--- src/rtl/mtt_tlb.sv ---
// Fully-associative cache of MTT walk results in front of the page-table walker.
// Optional hit/miss counters are enabled with `define MTT_TLB_PERF_CNT_EN.
module mtt_tlb #(
  parameter int ADDR_LEN    = 56,
  parameter int NUM_ENTRIES = 4,
  parameter int PAGE_SHIFT  = 12
) (
  input  logic                clk_i,
  input  logic                rst_ni,
  input  logic                flush_i,
  input  logic                req_valid_i,
  output logic                req_ready_o,
  input  logic [ADDR_LEN-1:0] req_paddr_i,
  input  logic [2:0]          req_access_i,
  output logic                resp_valid_o,
  output logic                resp_allow_o,
  output logic                resp_fault_o,
`ifdef MTT_TLB_PERF_CNT_EN
  output logic [31:0]         hit_cnt_o,
  output logic [31:0]         miss_cnt_o,
`endif
  output logic                ptw_enable_o,
  output logic                ptw_addr_valid_o,
  output logic [ADDR_LEN-1:0] ptw_paddr_o,
  input  logic                ptw_busy_i,
  input  logic                ptw_valid_i,
  input  logic                ptw_fault_i,
  input  logic [2:0]          ptw_perm_i
);

  localparam int TAG_W = ADDR_LEN - PAGE_SHIFT;
  localparam int IDX_W = $clog2(NUM_ENTRIES);

  typedef enum logic [1:0] {
    ST_IDLE,
    ST_PTW_REQ,
    ST_PTW_WAIT,
    ST_RESP
  } state_t;

  state_t                 r_state;
  state_t                 w_state_nxt;

  logic [NUM_ENTRIES-1:0] r_valid;
  logic [TAG_W-1:0]       r_tag  [NUM_ENTRIES];
  logic [2:0]             r_perm [NUM_ENTRIES];
  logic [IDX_W-1:0]       r_ptr;

  logic [ADDR_LEN-1:0]    r_paddr;
  logic [2:0]             r_access;
  logic                   r_allow;
  logic                   r_fault;
  logic                   r_drop;

  logic [TAG_W-1:0]       w_req_tag;
  logic [NUM_ENTRIES-1:0] w_hit_vec;
  logic [2:0]             w_hit_perm;
  logic                   w_hit;
  logic                   w_free_found;
  logic [IDX_W-1:0]       w_free_idx;
  logic [IDX_W-1:0]       w_victim;
  logic                   w_accept;
  logic                   w_walk_busy;
  logic                   w_walk_ok;
  logic                   w_walk_fault;
  logic                   w_install;

  assign w_req_tag = req_paddr_i[ADDR_LEN-1:PAGE_SHIFT];

  // NOTE: every signal assigned in always_comb gets a default first, so no path infers a latch.
  always_comb begin
    w_hit_vec  = '0;
    w_hit_perm = '0;
    for (int i = 0; i < NUM_ENTRIES; i++) begin
      if (r_valid[i] && (r_tag[i] == w_req_tag)) begin
        w_hit_vec[i] = 1'b1;
        w_hit_perm   = w_hit_perm | r_perm[i];
      end
    end
  end

  // A request arriving with a flush must not be served from entries being cleared.
  assign w_hit = (|w_hit_vec) && !flush_i;

  always_comb begin
    w_free_idx = '0;
    for (int i = NUM_ENTRIES - 1; i >= 0; i--) begin
      if (!r_valid[i]) w_free_idx = IDX_W'(i);
    end
  end

  assign w_free_found = ~&r_valid;
  assign w_victim     = w_free_found ? w_free_idx : r_ptr;

  assign w_accept     = req_valid_i && (r_state == ST_IDLE);
  assign w_walk_busy  = (r_state == ST_PTW_REQ) || (r_state == ST_PTW_WAIT);
  assign w_walk_fault = (r_state == ST_PTW_WAIT) && ptw_fault_i;
  assign w_walk_ok    = (r_state == ST_PTW_WAIT) && ptw_valid_i && !ptw_fault_i;
  assign w_install    = w_walk_ok && !r_drop && !flush_i;

  always_comb begin
    w_state_nxt = r_state;
    case (r_state)
      ST_IDLE:     if (req_valid_i) w_state_nxt = w_hit ? ST_RESP : ST_PTW_REQ;
      ST_PTW_REQ:  if (ptw_busy_i) w_state_nxt = ST_PTW_WAIT;
      ST_PTW_WAIT: if (ptw_valid_i || ptw_fault_i) w_state_nxt = ST_RESP;
      ST_RESP:     w_state_nxt = ST_IDLE;
      default:     w_state_nxt = ST_IDLE;
    endcase
  end

  // NOTE: sequential state uses non-blocking assignments so every flop samples pre-edge values.
  always_ff @(posedge clk_i or negedge rst_ni) begin
    if (!rst_ni) r_state <= ST_IDLE;
    else         r_state <= w_state_nxt;
  end

  always_ff @(posedge clk_i or negedge rst_ni) begin
    if (!rst_ni) begin
      r_paddr  <= '0;
      r_access <= '0;
      r_allow  <= 1'b0;
      r_fault  <= 1'b0;
      r_drop   <= 1'b0;
    end else begin
      if (w_accept) begin
        r_paddr  <= req_paddr_i;
        r_access <= req_access_i;
        r_allow  <= |(req_access_i & w_hit_perm);
        r_fault  <= 1'b0;
        r_drop   <= 1'b0;
      end else begin
        if (w_walk_busy && flush_i) r_drop <= 1'b1;
        if (w_walk_fault) begin
          r_allow <= 1'b0;
          r_fault <= 1'b1;
        end else if (w_walk_ok) begin
          r_allow <= |(r_access & ptw_perm_i);
          r_fault <= 1'b0;
        end
      end
    end
  end

  // The pointer only moves when a full cache has to evict.
  always_ff @(posedge clk_i or negedge rst_ni) begin
    if (!rst_ni) begin
      r_valid <= '0;
      r_ptr   <= '0;
    end else begin
      if (flush_i)        r_valid           <= '0;
      else if (w_install) r_valid[w_victim] <= 1'b1;
      if (w_install && !w_free_found) r_ptr <= r_ptr + 1'b1;
    end
  end

  // NOTE: tag and permission storage has no reset; the valid bits alone qualify its contents.
  always_ff @(posedge clk_i) begin
    if (w_install) begin
      r_tag[w_victim]  <= r_paddr[ADDR_LEN-1:PAGE_SHIFT];
      r_perm[w_victim] <= ptw_perm_i;
    end
  end

`ifdef MTT_TLB_PERF_CNT_EN
  logic [31:0] r_hit_cnt;
  logic [31:0] r_miss_cnt;

  always_ff @(posedge clk_i or negedge rst_ni) begin
    if (!rst_ni) begin
      r_hit_cnt  <= '0;
      r_miss_cnt <= '0;
    end else if (w_accept) begin
      if (w_hit && (r_hit_cnt != 32'hFFFF_FFFF))    r_hit_cnt  <= r_hit_cnt + 32'd1;
      if (!w_hit && (r_miss_cnt != 32'hFFFF_FFFF))  r_miss_cnt <= r_miss_cnt + 32'd1;
    end
  end

  assign hit_cnt_o  = r_hit_cnt;
  assign miss_cnt_o = r_miss_cnt;
`endif

  assign req_ready_o      = (r_state == ST_IDLE);
  assign resp_valid_o     = (r_state == ST_RESP);
  assign resp_allow_o     = (r_state == ST_RESP) && r_allow;
  assign resp_fault_o     = (r_state == ST_RESP) && r_fault;
  assign ptw_enable_o     = w_walk_busy;
  assign ptw_addr_valid_o = (r_state == ST_PTW_REQ);
  assign ptw_paddr_o      = r_paddr;

  a_single_hit: assert property (@(posedge clk_i) disable iff (!rst_ni) $onehot0(w_hit_vec));

endmodule

--- config.mk ---
export PLATFORM = sky130hd
export DESIGN_NAME = mtt_tlb
export DESIGN_NICKNAME = d
export VERILOG_FILES = /design/src/rtl/mtt_tlb.sv
export SDC_FILE = /design/constraint.sdc
export NUM_CORES = 1
export LEC_CHECK = 0
export BUFFER_PORTS_ARGS = -buffer_cell sky130_fd_sc_hd__buf_2
export CAP_MARGIN = 10
export CORE_AREA = 2 2 143 145
export DETAILED_ROUTE_END_ITERATION = 8
export DIE_AREA = 0 0 145 147
export PLACE_DENSITY_LB_ADDON = 0.1
export SLEW_MARGIN = 15
export SYNTH_ARGS = -nofsm -noshare
export SYNTH_HDL_FRONTEND = slang
export SYNTH_SLANG_ARGS = --single-unit
--- constraint.sdc ---
create_clock -name clk_i -period 8.55 [get_ports clk_i]
set_input_delay 0 -clock clk_i [delete_from_list [all_inputs] [get_ports clk_i]]
set_output_delay 0 -clock clk_i [all_outputs]
set_load 0.005 [all_outputs]
==> run metrics, run 1 <==
WL per Instance=around 21 µm; Starting Density=0.538; status=finished, final reports clean; vias=6251; Synth area leader=edfxtp_1; # setup viols final=0; share of power burned in registers=0.514; Min Clock Period, post-route=3.13 ns; Hold Path Class=in2reg; Mapped Nets=764; initial antenna violation count=0; Detail Route Antenna Nets=0; unique cell type count in the Yosys netlist=43; diodes inserted=0; Core Area=19800 µm²; clock power share=0.320; global-route wire length before repair=37800 µm; Placed Cells=1047; synth top area cells=edfxtp_1 53%, dfrtp_1 16%, xnor2_1 14%; RSZ-0062 raised after global routing=no; Clk pin slew, worst setup/hold paths=0.06 ns; DRC viols=0; CP Class=reg2reg; GPL Wtd Cong=a little over 0.8; Mapped Area=about 11000 µm²; layout cells sized above 1=0.270; Reg-to-Reg End=r_tag[3][18]; die width=145 µm; CTS tree=done; Max-Cap Viols=0; Fillers=1444; Hold Fails Final Rpt=0; Post-synth ARST share=0.271; critical-path cell list=inv_1, ha_1, nand2_1, or4_1, nand2b_1, nor2_4, buf_4; cells after synthesis=691; CTS Sinks=258; hold path depth=4; Hold Slack=0.0210 ns; later-pin clock latency in the skew report=0.52 ns; Ys Warns=0; Routed WL=~25000 µm; vias in the first global route=between 6000 and 7000; Tcrit/Tclk final=0.366; Post-synth EDFFs=188; Hold Startpoint=ptw_valid_i; Combinational Power Share=0.166; Max clock buf depth=3; row count=52; hold worst-path end=r_valid[0]; Switching Power=0.937 mW; most frequent cells in the layout=188 x edfxtp_1, 167 x xnor2_1, 129 x buf_2; Sum Neg Setup Slack=0 ns; port bufs=130; Critical R2R Launch=r_state[0]; static leakage=about 4.7 nW; Final Max Tran Viols=0; layout overhead on the synthesized area=22.8%; Cell Pwr Density=around 280 nW/µm²; Die Y=about 150 µm; Post-DP HPWL=16900 µm; R2R depth=7; Synth top area share=0.529; WP data arrival=3.30 ns; Main synth FF type=edfxtp_1; TritonCTS Buffers=26; global-route usage over all layers=0.233; Post-Syn Area per Cell=15.5 µm²; Seq cells post-synth=258; Tightest Pin Transition=0.984 ns; H-Tree Depth=1; critical path's slowest cell=nor2_4; fmax=0.320 GHz; Critical Path Source Type=register; top-level I/O count=131; post-CTS setup buffer count=0; Power Total=3.62 mW; routed vias/inst=~5.4; FF-to-FF setup slack=5.42 ns; Sw Share=0.259; largest net degree at the start of global routing=71; die area=21300 µm²; Layout Skew=0.0119 ns; clock root buffer=clkbuf_16; Layout Nets=about 950; GRT Residual Overflow=0; register area share after synthesis=0.693; Int Power=around 2.7 mW; initial DRC count=367; slowest stage delay, CP=0.66 ns; fin cells=around 1200; commonest non-fill, non-tap cell in the layout=edfxtp_1; Slew HR=0.344; CP required=between 8 and 9 ns; CP endpoint kind=register; DRT Pass-1 Iters=5; VDD IR max=about 0.18 mV; CP max FO=24
[state kept, by name, indices dropped and copies added, names as in the netlist]
signal and cells:
ptw_paddr_o 56, r_access 3, r_allow 1, r_drop 1
r_fault 1, r_perm 12, r_ptr 2, r_state 2
r_tag 176, r_valid 4
[critical path, delay by kind of cell (launching register included)]
family,cells,cell delay (ns)
DFF,1,0.41
buffers and inverters,2,0.57
and+or+nand+nor,4,1.54
adders and majority gates,1,0.27
[worst max path at each step]
stage                           from            to
after global placement    r_state[0]  r_tag[3][42]
final                     r_state[0]  r_tag[3][18]
after CTS                 r_state[0]  r_tag[3][39]
after floorplan           r_state[0]  r_perm[0][0]
after detailed placement  r_state[0]  r_tag[3][11]
after global routing      r_state[0]  r_tag[3][18]
[synthesized netlist by cell type, drive strengths merged, types with 9 or more instances]
master,n
buf,13
edfxtp,188
nand3,9
nor4,13
inv,20
xnor2,167
clkbuf,36
nand4,42
dfrtp,70
nand2,9
mux2,57
o21ai,12
[per-stage QoR]
| stage | setup WS [ns] | cell area [µm²] | utilization |
|---|---|---|---|
| finish | 5.42 | 13100 | 0.661 |
| floorplan | 4.46 | 10700 | - |
| global route | 5.17 | 13100 | 0.661 |
| CTS | 5.35 | 13100 | 0.661 |
| global placement | 5.58 | 11500 | 0.581 |
| detailed placement | 5.37 | 11500 | 0.581 |
[metal layers]
layer | part of all wire | global-route usage
met2 | 0.50 | 0.393
met3 | 0.048 | 0.0320
met5 | 0 | 0
met1 | 0.43 | 0.328
met4 | 0.018 | 0.0535
[area by class of cell]
cell class                      instances  area [µm²]  share of cell area
Sequential cell                       258        7400               0.564
Multi-Input combinational cell        364        3020               0.231
Timing Repair Buffer                  204        1380               0.105
Clock buffer                           41         810              0.0618
Tap cell                              270         338              0.0258
Clock inverter                          7        83.8             0.00640
Inverter                               20        75.1             0.00573
[power by group through the flow]
stage / Clock, mW / Combinational, mW / Sequential [mW]
after global placement: 0 / 0.556 / 1.87
after detailed placement: 0 / 0.572 / 1.88
after global routing: 1.22 / 0.660 / 1.89
after floorplan: 0 / 0.323 / 1.81
final: 1.16 / 0.602 / 1.86
after CTS: 1.18 / 0.607 / 1.86
[repair_timing]
action / 4_1_cts / 5_1_grt
hold buffers: 69 / 0
endpoints found under the hold margin: 150 / 0
gates resized for setup: 0 / 0
[logic make-up after synthesis]
group / share of synthesized area
xor gates and xnor gates: 0.141
buffers and inverters: 0.0268
and+or+nand+nor: 0.0516
adders and majority gates: 0.00469
AOI/OAI and AO/OA: 0.0219
DFF: 0.693
muxes: 0.0611
Note: power is estimated with default switching activity, not from simulation.
==> inputs of run 2 (changes only) <==
Clock period 8.55 ns to 3.3 ns, I/O delays scaled along.
==> run metrics, run 2 (synthesized netlist as in run 1, its figures left out) <==
status=finished, final reports clean; number of flip-flops in the largest register=176; share of power burned in registers=0.519; clock root buffer=clkbuf_16; Hold Fails Final Rpt=0; global-route wire length before repair=between 30000 and 40000 µm; Sw Share=0.267; Largest Register=r_tag; Combinational Power Share=0.171; global-route usage over all layers=0.237; worst slack, placed=approximately 0.59 ns; H-Tree Depth=1; VDD IR max=0.439 mV; cts repair resizes=0; critical path's slowest cell=or4_1; critical-path cell list=inv_1, ha_1, nand2_1, or4_1, or2_2, nor2b_4, buf_4; Slew HR=0.359; GPL Wtd Cong=0.818; Post-CTS Hold Fix Bufs=70; Die Y=147 µm; FF-to-FF setup slack=~0.58 ns; Reg-to-Reg End=r_tag[0][30]; met1 WL=roughly 11000 µm; routed vias/inst=about 5.3; commonest non-fill, non-tap cell in the layout=edfxtp_1; DRC viols=0; Layout Nets=954; GRT Residual Overflow=0; CP endpoint kind=register; clock power share=0.310; Layout Skew=0.0157 ns; Cell Pwr Density=704 nW/µm²; Max clock buf depth=3; slowest stage delay, CP=0.47 ns; Critical R2R Launch=r_state[0]; Max-Cap Viols=0; WP data arrival=2.88 ns; Critical Path Source Type=register; R2R depth=7; Final WS setup=0.577 ns; die area=~21000 µm²; die width=145 µm; TritonCTS Buffers=27; Tcrit/Tclk final=0.825; CP required=between 3 and 4 ns; Min Clock Period, post-route=about 2.7 ns; static leakage=4.72 nW; hold worst-path end=r_state[1]; layout overhead on the synthesized area=23.1%; # setup viols final=0; top-level I/O count=between 100 and 150; vias in the first global route=6459; initial DRC count=544; top layer in use=met4; CP Class=reg2reg; Routed WL=24800 µm; row count=52; met3 WL=1410 µm; port bufs=130; hold path depth=4; CP max FO=35; met2 WL=between 10000 and 15000 µm; Detail Route Antenna Nets=0; Final Max Tran Viols=0; initial antenna violation count=0; Sum Neg Setup Slack=0 ns; most frequent cells in the layout=188 x edfxtp_1, 167 x xnor2_1, 129 x buf_2; Hold Path Class=in2reg; WL per Instance=21.2 µm; Clk pin slew, worst setup/hold paths=0.06 ns; Core Area=approximately 20000 µm²; Switching Power=2.47 mW; Int Power=between 6 and 7 mW; fmax=0.367 GHz; CTS Sinks=258; post-CTS setup buffer count=0; layout cells sized above 1=0.273; later-pin clock latency in the skew report=roughly 0.54 ns; RSZ-0062 raised after global routing=no; Post-DP HPWL=16800 µm; largest net degree at the start of global routing=71; DRT Pass-1 Iters=5; Fillers=about 1500; diodes inserted=0; CTS tree=done; Tightest Pin Transition=0.961 ns; Hold Startpoint=ptw_valid_i; vias=6263; Starting Density=0.538
run 2: metal layers:
layer  global-route usage  vias to the layer above
li1                     -                     2863
met1                0.339                     3162
met2                0.386                      203
met3               0.0366                       35
met4               0.0614                        0
met5                    0                        -
run 2: how the worst max path moves through the flow:
stage | to | from
2_1_floorplan | r_perm[0][0] | r_state[0]
3_3_place_gp | r_tag[0][42] | r_state[0]
3_5_place_dp | r_tag[0][42] | r_state[0]
4_1_cts | r_tag[0][30] | r_state[0]
5_1_grt | r_tag[0][30] | r_state[0]
6_report | r_tag[0][30] | r_state[0]
run 2: power by group through the flow:
| stage | Sequential [mW] | Clock (mW) | Combinational (mW) |
|---|---|---|---|
| floorplan | 4.69 | 0 | 0.836 |
| global placement | 4.83 | 0 | 1.47 |
| detailed placement | 4.86 | 0 | 1.50 |
| CTS | 4.80 | 2.91 | 1.59 |
| global route | 4.89 | 3.04 | 1.74 |
| finish | 4.80 | 2.87 | 1.58 |
run 2: final cells by class:
type / instances / area, µm² / area share
Sequential cell: 258 / 7400 / 0.563
Multi-Input combinational cell: 364 / 3020 / 0.230
Timing Repair Buffer: 210 / 1470 / 0.112
Clock buffer: 35 / 737 / 0.0561
Tap cell: 270 / 338 / 0.0257
Clock inverter: 15 / 104 / 0.00790
Inverter: 20 / 75.1 / 0.00571
run 2: metrics by stage:
stage | power (mW) | util | instance area, µm² | hold slack [ns] | instances
floorplan | 5.53 | - | 10700 | -0.296 | 691
global route | 9.67 | 0.662 | 13100 | 0.0620 | 1172
detailed placement | 6.36 | 0.584 | 11600 | 0.212 | 1052
global placement | 6.30 | 0.584 | 11600 | 0.198 | 1052
finish | 9.25 | 0.662 | 13100 | 0.0113 | 1172
CTS | 9.31 | 0.662 | 13100 | 0.00559 | 1172
run 2: critical path, delay by kind of cell, from the launching register on:
family                     cells  cell delay [ns]
and+or+nand+nor                4             1.08
adders and majority gates      1             0.26
DFF                            1             0.41
buffers and inverters          2             0.59
==> inputs of run 3 (changes only) <==
Clock period 3.3 ns to 2.6 ns, I/O delays scaled along.
==> run metrics, run 3 (synthesized netlist as in run 1, its figures left out) <==
status=finished, final reports clean; fin cells=1178; VDD IR max=0.636 mV; Worst Setup SP=r_state[0]; cts repair resizes=0; H-Tree Depth=1; critical path's slowest cell=or4_1; Sw Share=0.267; R2R depth=7; Top delay family on crit path=simple AND/OR/NAND/NOR gates; Slew HR=0.345; Placed Cells=approximately 1100; layout overhead on the synthesized area=24.2%; GRT Residual Overflow=0; slowest stage delay, CP=0.47 ns; Min Clock Period, post-route=2.42 ns; fmax=0.413 GHz; DRT Pass-1 Iters=5; initial DRC count=approximately 430; Clk pin slew, worst setup/hold paths=0.06 ns; Die Y=147 µm; number of flip-flops in the largest register=176; critical-path cell list=inv_1, ha_2, nand2_1, or4_1, nand2b_1, nor2_4, buf_4; CTS Sinks=258; RSZ-0062 raised after global routing=no; Max clock buf depth=3; die area=21300 µm²; Critical R2R Launch=r_state[0]; WP data arrival=2.63 ns; fin util=0.668; later-pin clock latency in the skew report=0.54 ns; met1 Track Usage GR=0.329; Critical Path Source Type=register; Int Power=8.74 mW; largest net degree at the start of global routing=71; Layout Nets=960; routed vias/inst=around 5.3; initial antenna violation count=0; met3 Use GR=0.0314; Cell Pwr Density=899 nW/µm²; Max-Cap Viols=0; clock power share=0.317; CP bufs+invs=2; Tightest Pin Transition=0.983 ns; Post-DP HPWL=17100 µm; CP endpoint kind=register; static leakage=4.79 nW; # setup viols final=0; GPL Wtd Cong=0.783; most frequent cells in the layout=188 x edfxtp_1, 167 x xnor2_1, 129 x buf_2; port bufs=130; CP max FO=15; clock root buffer=clkbuf_16; met2 usage=0.399; Hold Fails Final Rpt=0; global-route wire length before repair=38000 µm; Hold Path Class=in2async; share of power burned in registers=0.514; DRC viols=0; top-level I/O count=131; WL per Instance=21.2 µm; vias in the first global route=6446; CP Depth=7; row count=52; global-route usage over all layers=0.236; Combinational Power Share=0.168; Core Area=just under 20000 µm²; layout cells sized above 1=0.279; Tcrit/Tclk final=0.932; Detail Route Antenna Nets=0; TritonCTS Buffers=27; Routed WL=24900 µm; vias=6262; commonest non-fill, non-tap cell in the layout=edfxtp_1; Most Crowded Layer GR=met2; CP required=2.81 ns; diodes inserted=0; Switching Power=3.18 mW; Largest Register=r_tag; Final Max Tran Viols=0; CP Class=reg2reg; Starting Density=0.538; die width=145 µm; CTS tree=done; Layout Skew=0.0123 ns
## run 3: changes by cell type in the layout (fill, tap and decap cells not counted), sizes merged
cell and delta:
clkbuf +3, clkinv -3, dlygate4sd3 +1, clkinvlp -2
bufinv +1, inv +1, buf +5
## run 3: stage by stage
stage / TNS [ns] / hold WS, ns / power, mW / setup WS (ns) / instance area, µm²
final: 0 / 0.182 / 11.9 / 0.177 / 13300
after global routing: 0 / 0.232 / 12.4 / 0.0841 / 13300
after CTS: 0 / 0.206 / 12.0 / 0.166 / 13300
after detailed placement: 0 / 0.216 / 8.13 / 0.187 / 11700
after global placement: 0 / 0.203 / 8.03 / 0.295 / 11700
after floorplan: -43.24 / -0.296 / 7.02 / -0.470 / 10700
## run 3: worst reg2reg max path, cell delays in order (launching register included)
cell and delay [ns]:
dfrtp_1 0.41, inv_1 0.12, ha_2 0.24, nand2_1 0.08
or4_1 0.47, nand2b_1 0.32, nor2_4 0.18, buf_4 0.28
## run 3: path summary, 6_finish.rpt
| path | endpoint | slack, ns |
|---|---|---|
| max | r_tag[3][2] | 0.18 |
| min | ptw_paddr_o[21] | 0.18 |
| max reg2reg | r_tag[3][2] | 0.18 |
| min reg2reg | r_ptr[1] | 0.49 |
| max in group asynchronous | ptw_paddr_o[34] | 1.78 |
| min in group clk_i | ptw_paddr_o[9] | 0.23 |
## run 3: timing repair
item | in CTS | in global routing
endpoints found under the hold margin | 151 | 0
setup buffers | 0 | 0
hold buffers | 71 | 0
## run 3: power by group through the flow
stage	Combinational (mW)	Clock, mW	Sequential [mW]
final	2.01	3.78	6.13
after global routing	2.19	4.02	6.24
after CTS	2.03	3.85	6.14
after detailed placement	1.91	0	6.22
after global placement	1.86	0	6.17
after floorplan	1.07	0	5.96
## run 3: area by class of cell
cell class / instances / area, µm²
Clock buffer: 38 / 757
Clock inverter: 12 / 118
Fill cell: 1394 / 6580
Inverter: 20 / 75.1
Multi-Input combinational cell: 364 / 3030
Sequential cell: 258 / 7400
Tap cell: 270 / 338
Timing Repair Buffer: 216 / 1550
## run 3: per-layer routing
metal  share of wire  wire length (µm)  vias up
met1            0.44             11000     3144
li1                -                 -     2883
met2            0.49             12100      201
met5               0                 0        -
met4           0.020               501        0
met3           0.051              1280       34
